==> src/rtl/sdm_audio_pkg.sv <==
// Shared defaults and helpers for the 1-bit sigma-delta audio path.
// The sddac input width and the PDM decimator are both built from these.
package sdm_audio_pkg;

  localparam int CIC_N_DEF     = 3;
  localparam int DEC_R_DEF     = 1000;
  localparam int ACC_W_DEF     = 32;
  localparam int OUT_W_DEF     = 16;
  localparam int OUT_SHIFT_DEF = 15;

  typedef logic signed [OUT_W_DEF-1:0] pcm_sample_t;

  // Register growth of an N-stage CIC is N*log2(R) bits, plus sign and input bit.
  function automatic int minAccW(input int cicN, input int decR);
    return cicN * $clog2(decR) + 2;
  endfunction

endpackage

==> src/rtl/pdm_cic_decimator_if.sv <==
// PDM bit stream in, decimated PCM samples out.
// The master drives the bit stream; the decimator is the slave.
interface pdm_cic_decimator_if
  import sdm_audio_pkg::*;
#(
  parameter int OUT_W = OUT_W_DEF
);

  logic                    ce;
  logic                    pdm_in;
  logic signed [OUT_W-1:0] pcm_out;
  logic                    pcm_valid;
  logic                    sat_flag;

  modport master (
    output ce,
    output pdm_in,
    input  pcm_out,
    input  pcm_valid,
    input  sat_flag
  );

  modport slave (
    input  ce,
    input  pdm_in,
    output pcm_out,
    output pcm_valid,
    output sat_flag
  );

endinterface

==> src/rtl/cic_comb_stage.sv <==
// One CIC differentiator: y = x - x_prev, where x_prev advances only on valid samples.
module cic_comb_stage #(
  parameter int WIDTH = 32
) (
  input  logic                    clk,
  input  logic                    rst,
  input  logic                    i_valid,
  input  logic signed [WIDTH-1:0] i_data,
  output logic                    o_valid,
  output logic signed [WIDTH-1:0] o_data
);

  logic signed [WIDTH-1:0] r_prev;
  logic signed [WIDTH-1:0] r_data;
  logic                    r_valid;

  always_ff @(posedge clk or posedge rst) begin
    if (rst) begin
      r_prev  <= '0;
      r_data  <= '0;
      r_valid <= 1'b0;
    end else begin
      r_valid <= i_valid;
      if (i_valid) begin
        r_data <= i_data - r_prev;
        r_prev <= i_data;
      end
    end
  end

  assign o_valid = r_valid;
  assign o_data  = r_data;

endmodule

==> src/rtl/pdm_cic_decimator.sv <==
// N-stage CIC decimator turning a 1-bit PDM stream into saturated signed PCM.
// Integrators run on ce-qualified bits; the comb chain runs one stage per clock.
module pdm_cic_decimator
  import sdm_audio_pkg::*;
#(
  parameter int CIC_N     = CIC_N_DEF,
  parameter int DEC_R     = DEC_R_DEF,
  parameter int ACC_W     = ACC_W_DEF,
  parameter int OUT_W     = OUT_W_DEF,
  parameter int OUT_SHIFT = OUT_SHIFT_DEF
) (
  input logic                 clk,
  input logic                 rst,
  pdm_cic_decimator_if.slave  bus
);

  localparam int CNT_W = $clog2(DEC_R);
  localparam logic [CNT_W-1:0] CNT_LAST = CNT_W'(DEC_R - 1);
  localparam logic signed [ACC_W-1:0] SAT_HI = (ACC_W'(1) <<< (OUT_W - 1)) - ACC_W'(1);
  localparam logic signed [ACC_W-1:0] SAT_LO = ~SAT_HI;

  if (CIC_N < 1 || CIC_N > 5) begin : g_badCicN
    $error("pdm_cic_decimator: CIC_N must be in 1..5");
  end
  if (DEC_R < CIC_N + 2) begin : g_badDecR
    $error("pdm_cic_decimator: DEC_R must be at least CIC_N+2 so samples never overlap");
  end
  if (ACC_W < minAccW(CIC_N, DEC_R)) begin : g_badAccW
    $error("pdm_cic_decimator: ACC_W too narrow for CIC_N and DEC_R");
  end

  logic [1:0]              r_rstSync;
  logic                    w_rstInt;
  logic signed [ACC_W-1:0] w_x;
  logic signed [ACC_W-1:0] r_integ     [CIC_N];
  logic signed [ACC_W-1:0] w_integNext [CIC_N];
  logic [CNT_W-1:0]        r_decCount;
  logic signed [ACC_W-1:0] r_decSample;
  logic                    r_decValid;
  logic signed [ACC_W-1:0] w_combData  [CIC_N+1];
  logic [CIC_N:0]          w_combValid;
  logic signed [ACC_W-1:0] w_shifted;
  logic signed [OUT_W-1:0] w_pcm;
  logic                    w_sat;
  logic signed [OUT_W-1:0] r_pcm;
  logic                    r_pcmValid;
  logic                    r_sat;

  // Reset asserts at once but releases on a clock edge, so no stage leaves reset a cycle early.
  always_ff @(posedge clk or posedge rst) begin
    if (rst) begin
      r_rstSync <= 2'b11;
    end else begin
      r_rstSync <= {r_rstSync[0], 1'b0};
    end
  end

  assign w_rstInt = r_rstSync[1];
  assign w_x      = {{(ACC_W-1){~bus.pdm_in}}, 1'b1};

  always_comb begin
    w_integNext[0] = r_integ[0] + w_x;
    for (int k = 1; k < CIC_N; k++) begin
      w_integNext[k] = r_integ[k] + r_integ[k-1];
    end
  end

  always_ff @(posedge clk or posedge w_rstInt) begin
    if (w_rstInt) begin
      for (int k = 0; k < CIC_N; k++) begin
        r_integ[k] <= '0;
      end
    end else if (bus.ce) begin
      for (int k = 0; k < CIC_N; k++) begin
        r_integ[k] <= w_integNext[k];
      end
    end
  end

  // The latched sample includes this cycle's integrator update; wrap-around is intended.
  always_ff @(posedge clk or posedge w_rstInt) begin
    if (w_rstInt) begin
      r_decCount  <= '0;
      r_decSample <= '0;
      r_decValid  <= 1'b0;
    end else begin
      r_decValid <= 1'b0;
      if (bus.ce) begin
        if (r_decCount == CNT_LAST) begin
          r_decCount  <= '0;
          r_decSample <= w_integNext[CIC_N-1];
          r_decValid  <= 1'b1;
        end else begin
          r_decCount <= r_decCount + CNT_W'(1);
        end
      end
    end
  end

  assign w_combData[0]  = r_decSample;
  assign w_combValid[0] = r_decValid;

  for (genvar g = 0; g < CIC_N; g++) begin : g_comb
    cic_comb_stage #(
      .WIDTH (ACC_W)
    ) u_stage (
      .clk     (clk),
      .rst     (w_rstInt),
      .i_valid (w_combValid[g]),
      .i_data  (w_combData[g]),
      .o_valid (w_combValid[g+1]),
      .o_data  (w_combData[g+1])
    );
  end

  assign w_shifted = w_combData[CIC_N] >>> OUT_SHIFT;

  always_comb begin
    w_pcm = w_shifted[OUT_W-1:0];
    w_sat = 1'b0;
    if (w_shifted > SAT_HI) begin
      w_pcm = SAT_HI[OUT_W-1:0];
      w_sat = 1'b1;
    end else if (w_shifted < SAT_LO) begin
      w_pcm = SAT_LO[OUT_W-1:0];
      w_sat = 1'b1;
    end
  end

  always_ff @(posedge clk or posedge w_rstInt) begin
    if (w_rstInt) begin
      r_pcm      <= '0;
      r_pcmValid <= 1'b0;
      r_sat      <= 1'b0;
    end else begin
      r_pcmValid <= w_combValid[CIC_N];
      r_sat      <= 1'b0;
      if (w_combValid[CIC_N]) begin
        r_pcm <= w_pcm;
        r_sat <= w_sat;
      end
    end
  end

  assign bus.pcm_out   = r_pcm;
  assign bus.pcm_valid = r_pcmValid;
  assign bus.sat_flag  = r_sat;

endmodule

==> src/flat_wrapper.sv <==
// flat-port wrapper written by rule: the top's interface ports become plain ports
module pdm_cic_decimator_flat import sdm_audio_pkg::*;
#(
  parameter int CIC_N     = CIC_N_DEF,
  parameter int DEC_R     = DEC_R_DEF,
  parameter int ACC_W     = ACC_W_DEF,
  parameter int OUT_W     = OUT_W_DEF,
  parameter int OUT_SHIFT = OUT_SHIFT_DEF
)
  (clk, rst, bus_ce, bus_pdm_in, bus_pcm_out, bus_pcm_valid, bus_sat_flag);
  pdm_cic_decimator_if #(.OUT_W(OUT_W)) bus_i ();
  input logic clk;
  input logic rst;
  input wire logic [$bits(bus_i.ce)-1:0] bus_ce;
  input wire logic [$bits(bus_i.pdm_in)-1:0] bus_pdm_in;
  output wire logic [$bits(bus_i.pcm_out)-1:0] bus_pcm_out;
  output wire logic [$bits(bus_i.pcm_valid)-1:0] bus_pcm_valid;
  output wire logic [$bits(bus_i.sat_flag)-1:0] bus_sat_flag;
  assign bus_i.ce = bus_ce;
  assign bus_i.pdm_in = bus_pdm_in;
  assign bus_pcm_out = bus_i.pcm_out;
  assign bus_pcm_valid = bus_i.pcm_valid;
  assign bus_sat_flag = bus_i.sat_flag;
  pdm_cic_decimator #(.CIC_N(CIC_N), .DEC_R(DEC_R), .ACC_W(ACC_W), .OUT_W(OUT_W), .OUT_SHIFT(OUT_SHIFT)) u_core (.clk(clk), .rst(rst), .bus(bus_i));
endmodule
==> config.mk <==
export PLATFORM = sky130hd
export DESIGN_NAME = pdm_cic_decimator_flat
export DESIGN_NICKNAME = d
export VERILOG_FILES = /design/src/rtl/sdm_audio_pkg.sv /design/src/rtl/pdm_cic_decimator_if.sv /design/src/rtl/cic_comb_stage.sv /design/src/rtl/pdm_cic_decimator.sv /design/src/flat_wrapper.sv
export SDC_FILE = /design/constraint.sdc
export NUM_CORES = 1
export LEC_CHECK = 0
export ABC_AREA = 1
export CAP_MARGIN = 10
export CORE_ASPECT_RATIO = 1.5
export CORE_MARGIN = 4
export CORE_UTILIZATION = 60
export CTS_CLUSTER_DIAMETER = 30
export DETAILED_ROUTE_END_ITERATION = 6
export PLACE_DENSITY = 0.76
export SLEW_MARGIN = 30
export SYNTH_ARGS = -nofsm -noshare
export SYNTH_HDL_FRONTEND = slang
export SYNTH_SLANG_ARGS = --single-unit
==> constraint.sdc <==
create_clock -name clk -period 13.7 [get_ports clk]
set_input_delay 2.055 -clock clk [delete_from_list [all_inputs] [get_ports clk]]
set_output_delay 2.055 -clock clk [all_outputs]
set_load 0.01 [all_outputs]
==> metrics.md, run 1 <==
| Metric | Value |
|---|---|
| Critical path startpoint | bus_pdm_in |
| # port buffers | 21 |
| H-tree Lvls | 2 |
| Max VDD drop | 155.4 uV |
| Sequential share of power | 0.239 |
| Synth Instances | 4,264 |
| Distinct cells, synth | 37 |
| Worst Setup Start Kind | primary input |
| #FFs+latches synth | 339 |
| Yosys top cell area share | 0.3181 |
| Critical Path Stages | 14 |
| Clk buf depth | 3 |
| Synthesized cell area | 26,510 sq um |
| GRT Total Usage | 0.3182 |
| Switching share of power | 0.4609 |
| Async set-reset flop share out of synthesis | 1.000 |
| N_diodes | 0 |
| Drt first-iter violations | 1,303 |
| Min Tclk post-route | 4.158 ns |
| Non-Filler Instances | 4,915 |
| Hpwl dp | 60,290 um |
| Die area | 47,680 sq um |
| Most frequent CP cell | nand2_1 |
| Post-CTS Resized | 0 |
| Setup Fix Bufs, Post-CTS | 0 |
| Worst-Skew Late Latency | around 0.63 ns |
| Clock Skews | 0.02095 ns |
| Initial Util | 0.6060 |
| Final GP Congestion | 0.9832 |
| Post-route ant nets | 0 |
| Psw | 2.654 mW |
| Final Hold Vio Count | 0 |
| Commonest non-fill, non-tap cell in the layout | nand2_1 |
| Initial antenna violation count | 0 |
| First-pass GRT wire length | 122,900 um |
| Share of cells above drive strength 1 | 0.03526 |
| Crit path kind | primary input to flop |
| Power share of the clock group | 0.265 |
| Final Setup Violations | 0 |
| Crit end category | flop |
| EDFF count, synth | 0 |
| Lkg Pwr | 17.21 nW |
| RSZ-0062 raised after global routing | no |
| Total buffers and inverters traversed by the critical path | 3 |
| Area grow syn2layout | 10.77% |
| Mean Syn Cell Area | 6.218 sq um |
| CP endpoint | u_core.r_integ[95]$_DFFE_PP0P_ |
| CTS buffer count | 59 |
| Synth Flop Type | dfrtp_1 |
| Vias per cell | a little over 5 |
| Part of the cycle the worst path needs | 0.3035 |
| Hold Path Class | flop to flop |
| TritonCTS clock tree | built |
| Worst-path fanout max | 30 |
| Die Ht | roughly 270 um |
| Tightest Pin Transition | around 0.90 ns |
| Crit path required time | ~14 ns |
| Total grt overflow | 0 |
| Syn nets | 4,458 |
| Row count | 94 |
| RR Startpoint | u_core.r_integ[64]$_DFFE_PP0P_ |
| Slowest stage cell, crit path | clkdlybuf4s50_1 |
| Slew margin rel. | 0.4030 |
| Placed Cells | between 4k and 5k |
| Drt wl/cell | approximately 15 um |
| Data arrival, critical path | 4.66 ns |
| Worst r2r dst | u_core.r_integ[60]$_DFFE_PP0P_ |
| IO Pins | 22 |
| Clock Sinks | 339 |
| Fmax | 0.2405 GHz |
| Nets@finish | 4,483 |
| Number of warnings issued by yosys | 0 |
| CTS root buf | clkbuf_16 |
| Clock transition at the registers of the reported paths | 0.05 ns |
| Setup TNS Final | 0 ns |
| Register area share after synthesis | 0.3201 |
| Total Routed Length | 75,480 um |
| DR vias | 25.39k |
| Die W | between 150 and 200 um |
| Largest net degree at the start of global routing | 141 |
| Final WS setup | 9.542 ns |
| CP Cell Sequence | clkdlybuf4s50_1 > inv_1 > buf_4 > ha_1 > nand2_1 > nor2_1 > and3_1 > nand2_1 > nand2_1 > nand2_1 > nand2_1 > nand2_1 > nand3_1 > nand2_1 |
| Comb power frac | 0.497 |
| Count of hold-fix buffers inserted at cts | 0 |
| Yosys top cell by area | dfrtp_1 |
| Crit path max-delay family | simple AND/OR/NAND/NOR gates |
| Int Power | 3.104 mW |
| Slowest Stage Delay on Critical Path | between 0.5 and 0.6 ns |
| Status | finished clean |
| Pre-Repair DR Iteration Count | 5 |
| DR DRC count | 0 |
| Leading cell types in the layout, fill and taps excluded | nand2_1 (1,818), inv_1 (780), dfrtp_1 (334), nor2_1 (267), nand3_1 (256) |
| Pins Over Slew Limit | 0 |
| Core area | 43,750 sq um |
| R2r setup slk | 11.06 ns |
| R2R depth | 10 |
| Largest cells by area after synthesis | dfrtp_1 (32%), nand2_1 (26%), inv_1 (11%), ha_1 (8.7%), nand3_1 (4.8%) |
| Worst slack at placement | 8.879 ns |
| Vias in the first global route | 25.39k |
| Max Cap Viol | 0 |
| Pwr dens | ~200 nW/um^2 |
==> cell families (layout without fill, tap and decap cells) <==
family | Yosys count | after routing | synth area share
simple gates | 2463 | 2463 | 0.3754
buf+inv | 853 | 928 | 0.1221
compound gates | 340 | 340 | 0.06541
flops | 339 | 339 | 0.3201
fa+ha+maj | 190 | 190 | 0.09109
xor+xnor | 78 | 78 | 0.02577
other cells | 1 | 1 | 0.0001414
==> per-layer routing <==
metal,global-route usage,routed length [um],up-vias
li1,-,-,13110
met1,0.2797,24450,11431
met2,0.6411,41900,528
met3,0.03447,2115,316
met4,0.2491,7014,0
met5,0,0,-
==> worst min path at each step <==
stage | start | end | cells past startpoint
global route | u_core.r_rstSync[0]$_DFF_PP1_ | u_core.r_rstSync[1]$_DFF_PP1_ | 0
CTS | u_core.r_rstSync[0]$_DFF_PP1_ | u_core.r_rstSync[1]$_DFF_PP1_ | 0
detailed placement | u_core.r_rstSync[0]$_DFF_PP1_ | u_core.r_rstSync[1]$_DFF_PP1_ | 0
finish | u_core.r_rstSync[0]$_DFF_PP1_ | u_core.r_rstSync[1]$_DFF_PP1_ | 0
global placement | u_core.r_rstSync[0]$_DFF_PP1_ | u_core.r_rstSync[1]$_DFF_PP1_ | 0
floorplan | u_core.r_rstSync[0]$_DFF_PP1_ | u_core.r_rstSync[1]$_DFF_PP1_ | 0
==> through the flow <==
step / cell area [sq um] / power (mW) / util / hold slack [ns]
2_1_floorplan: 26510 / 3.446 / - / 0.3452
3_3_place_gp: 27250 / 4.186 / 0.6229 / 0.3458
3_5_place_dp: 27250 / 4.222 / 0.6229 / 0.3498
4_1_cts: 29350 / 5.766 / 0.6709 / 0.3575
5_1_grt: 29370 / 6.243 / 0.6712 / 0.3614
6_report: 29370 / 5.758 / 0.6712 / 0.3562
==> power groups by stage <==
stage / Clock [mW] / Sequential (mW) / Combinational, mW
final: 1.52 / 1.37 / 2.86
after global routing: 1.59 / 1.40 / 3.26
after CTS: 1.54 / 1.37 / 2.85
after detailed placement: 0 / 1.38 / 2.84
after global placement: 0 / 1.38 / 2.80
after floorplan: 0 / 1.31 / 2.13
==> synth_stat cells, drive strengths merged, types with 18 or more instances <==
library cell	count
nand2	1825
buf	18
clkbuf	52
nor2	274
a21oi	144
nand3	258
inv	783
dfrtp	337
o21ai	182
ha	185
xnor2	61
nand4	22
nor3	19
nand3b	45
==> layout make-up <==
class	count	area, sq um
clock buffers	69	1595
repair buffers	34	314.1
fillers	4167	14380
flip-flops and latches	339	8489
inverters	783	2954
clock inverters	42	503.0
well taps	576	720.7
multi-input cells	3072	14790
==> sequential cells by signal, summed over array words and instances (netlist names) <==
name                           cells
u_core.r_rstSync                   2
u_core.g_comb.u_stage.o_data      81
u_core.bus.sat_flag                1
u_core.g_comb.u_stage.r_prev      96
u_core.r_decSample                32
u_core.r_decCount                 10
u_core.bus.pcm_out                16
u_core.r_integ                    96
u_core.bus.pcm_valid               1
u_core.r_decValid                  1
u_core.g_comb.u_stage.o_valid      3
No activity file was read; power rests on OpenSTA's default activity.
==> run 2: changes to the inputs <==
==> constraint.sdc (replaced) <==
create_clock -name clk -period 4.03 [get_ports clk]
set_input_delay 0.6045 -clock clk [delete_from_list [all_inputs] [get_ports clk]]
set_output_delay 0.6045 -clock clk [all_outputs]
set_load 0.01 [all_outputs]
==> run 2 against run 1 <==
Compared with the run above: via count grew 0.65%; critical path depth down 2; wire length grew 0.25%; die area unchanged; critical path type is now flop to flop.
==> metrics.md, run 2 (synthesis results as in run 1) <==
| Metric | Value |
|---|---|
| Clock Skews | 0.02723 ns (was 0.02095 ns) |
| Clock transition at the registers of the reported paths | 0.05 ns (about the same) |
| R2R depth | 12 (was 10) |
| H-tree Lvls | 3 (was 2) |
| CTS buffer count | 68 (was 59) |
| Hpwl dp | 59,130 um (was 60,290 um) |
| IO Pins | 22 (unchanged) |
| Die Ht | 265.4 um (unchanged) |
| Final WS setup | 1.418 ns (was 9.542 ns) |
| Die area | 47,680 sq um (unchanged) |
| Power share of the clock group | 0.278 (was 0.265) |
| Worst-Skew Late Latency | 0.59 ns (was 0.63 ns) |
| Non-Filler Instances | 4,929 (was 4,915) |
| Sequential share of power | 0.234 (was 0.239) |
| Share of cells above drive strength 1 | 0.03722 (was 0.03526) |
| Vias in the first global route | 26.20k (was 25.39k) |
| Min Tclk post-route | 2.612 ns |
| Core area | 43,750 sq um (unchanged) |
| Switching share of power | 0.4555 (was 0.4609) |
| Count of hold-fix buffers inserted at cts | 0 (unchanged) |
| CTS root buf | clkbuf_16 (unchanged) |
| Vias per cell | 5.184 (was 5.165) |
| Leading cell types in the layout, fill and taps excluded | nand2_1 (1,818), inv_1 (780), dfrtp_1 (334), nor2_1 (267), nand3_1 (256) (unchanged) |
| Final Hold Vio Count | 0 (unchanged) |
| Worst-path fanout max | 5 (was 30) |
| Initial Util | 0.6060 (unchanged) |
| DP Area | 27,300 sq um (was 27,250 sq um) |
| Crit path kind | flop to flop (was primary input to flop) |
| Post-route ant nets | 0 (unchanged) |
| RSZ-0062 raised after global routing | no (unchanged) |
| Data arrival, critical path | 3.08 ns (was 4.66 ns) |
| Initial antenna violation count | 0 (unchanged) |
| Int Power | 10.83 mW (was 3.104 mW) |
| Lkg Pwr | 17.32 nW (was 17.21 nW) |
| Drt first-iter violations | 1,240 (was 1,303) |
| Hold Path Class | flop to asynchronous set/reset pin (was flop to flop) |
| Nets@finish | 4,493 (was 4,483) |
| Worst r2r dst | u_core.r_integ[92]$_DFFE_PP0P_ (was u_core.r_integ[60]$_DFFE_PP0P_) |
| # port buffers | 21 (unchanged) |
| Largest net degree at the start of global routing | 148 (was 141) |
| Finished Cell Area | 29,580 sq um (was 29,370 sq um) |
| Crit end category | flop (unchanged) |
| Final GP Congestion | 0.9974 (was 0.9832) |
| Placed Cells | 4,805 (was 4,804) |
| Clock Sinks | 339 (unchanged) |
| DR DRC count | 0 (unchanged) |
| Psw | 9.059 mW (was 2.654 mW) |
| Layout fillers | 4,122 (was 4,167) |
| Max Cap Viol | 0 (unchanged) |
| Pins Over Slew Limit | 0 (unchanged) |
| Row count | 94 (unchanged) |
| Pre-Repair DR Iteration Count | 5 (unchanged) |
| Crit path required time | 4.50 ns (was 14.20 ns) |
| GRT Total Usage | 0.3196 (was 0.3182) |
| N_diodes | 0 (unchanged) |
| Comb power frac | 0.488 (was 0.497) |
| Worst slack at placement | 0.8355 ns (was 8.879 ns) |
| First-pass GRT wire length | 123,500 um (was 122,900 um) |
| DR vias | 25.55k (was 25.39k) |
| Status | finished clean (unchanged) |
| R2r setup slk | 1.42 ns (was 11.06 ns) |
| Slew margin rel. | 0.4393 (was 0.4030) |
| Total grt overflow | 0 (unchanged) |
| Drt wl/cell | 15.35 um (was 15.36 um) |
| Setup Fix Bufs, Post-CTS | 0 (unchanged) |
| Total Routed Length | 75,670 um (was 75,480 um) |
| Area grow syn2layout | 11.56% (was 10.77%) |
| Final Setup Violations | 0 (unchanged) |
| Max VDD drop | 463.2 uV (was 155.4 uV) |
| Fmax | 0.3828 GHz |
| Clk buf depth | 3 (unchanged) |
| Die W | 179.6 um (unchanged) |
| Pwr dens | 672.5 nW/um^2 (was 196.1 nW/um^2) |
| Tightest Pin Transition | 0.8410 ns (was 0.8955 ns) |
| Commonest non-fill, non-tap cell in the layout | nand2_1 (unchanged) |
| Part of the cycle the worst path needs | 0.6482 |
| RR Startpoint | u_core.r_integ[65]$_DFFE_PP0P_ (was u_core.r_integ[64]$_DFFE_PP0P_) |
| Post-CTS Resized | 0 (unchanged) |
| TritonCTS clock tree | built (unchanged) |
| Worst Setup Start Kind | flop (was primary input) |
[run 2: worst max path at each step]
stage | start | endpoint | slack, ns | cells after the start
after floorplan | u_core.r_rstSync[1]$_DFF_PP1_ | u_core.bus.pcm_out[0]$_DFFE_PP0P_ | -0.85 | 1
after global placement | bus_pdm_in | u_core.r_integ[95]$_DFFE_PP0P_ | 0.86 | 14
after detailed placement | bus_pdm_in | u_core.r_integ[87]$_DFFE_PP0P_ | 0.84 | 14
after CTS | u_core.r_integ[64]$_DFFE_PP0P_ | u_core.r_integ[92]$_DFFE_PP0P_ | 1.31 | 12
after global routing | u_core.r_integ[64]$_DFFE_PP0P_ | u_core.r_integ[92]$_DFFE_PP0P_ | 1.19 | 12
final | u_core.r_integ[65]$_DFFE_PP0P_ | u_core.r_integ[92]$_DFFE_PP0P_ | 1.42 | 12
[run 2: routing by layer]
metal  part of all wire  vias to the layer above  GRT usage
met5                  0                        -          0
met4               0.10                        0     0.2868
met3              0.025                      364    0.03269
met2               0.55                      532     0.6424
met1               0.32                    11506     0.2680
li1                   -                    13149          -
[run 2: cell type report]
class | count | area [sq um] | area share
multi-input cells | 3072 | 14790 | 0.5001
clock inverters | 41 | 406.6 | 0.01375
repair buffers | 35 | 360.3 | 0.01218
inverters | 783 | 2945 | 0.09959
flip-flops and latches | 339 | 8489 | 0.2870
clock buffers | 83 | 1862 | 0.06295
well taps | 576 | 720.7 | 0.02437
[run 2: through the flow]
| stage | hold slack [ns] | setup TNS, ns | util | power, mW |
|---|---|---|---|---|
| 2_1_floorplan | 0.3452 | -284.80 | - | 11.72 |
| 3_3_place_gp | 0.2483 | 0 | 0.6241 | 14.19 |
| 3_5_place_dp | 0.2480 | 0 | 0.6241 | 14.29 |
| 4_1_cts | 0.2682 | 0 | 0.6759 | 19.90 |
| 5_1_grt | 0.2898 | 0 | 0.6760 | 21.53 |
| 6_report | 0.2520 | 0 | 0.6760 | 19.89 |
[run 2: power groups by stage]
stage | registers (mW) | clock network (mW) | logic [mW]
after global placement | 4.69 | 0 | 9.50
after detailed placement | 4.69 | 0 | 9.60
after floorplan | 4.47 | 0 | 7.25
final | 4.66 | 5.52 | 9.71
after CTS | 4.65 | 5.60 | 9.65
after global routing | 4.72 | 5.75 | 11.1
[run 2: worst max-delay path: stages (launching register included)]
cell and delay (ns):
dfrtp_1 0.69, inv_1 0.11, fa_1 0.54, inv_1 0.18, nand3_1 0.09, nand3_1 0.16, nand3_1 0.10, nand3_1 0.21
nand2_1 0.12, nand2_1 0.08, nand2_1 0.04, nand3_1 0.09, nand2_1 0.07
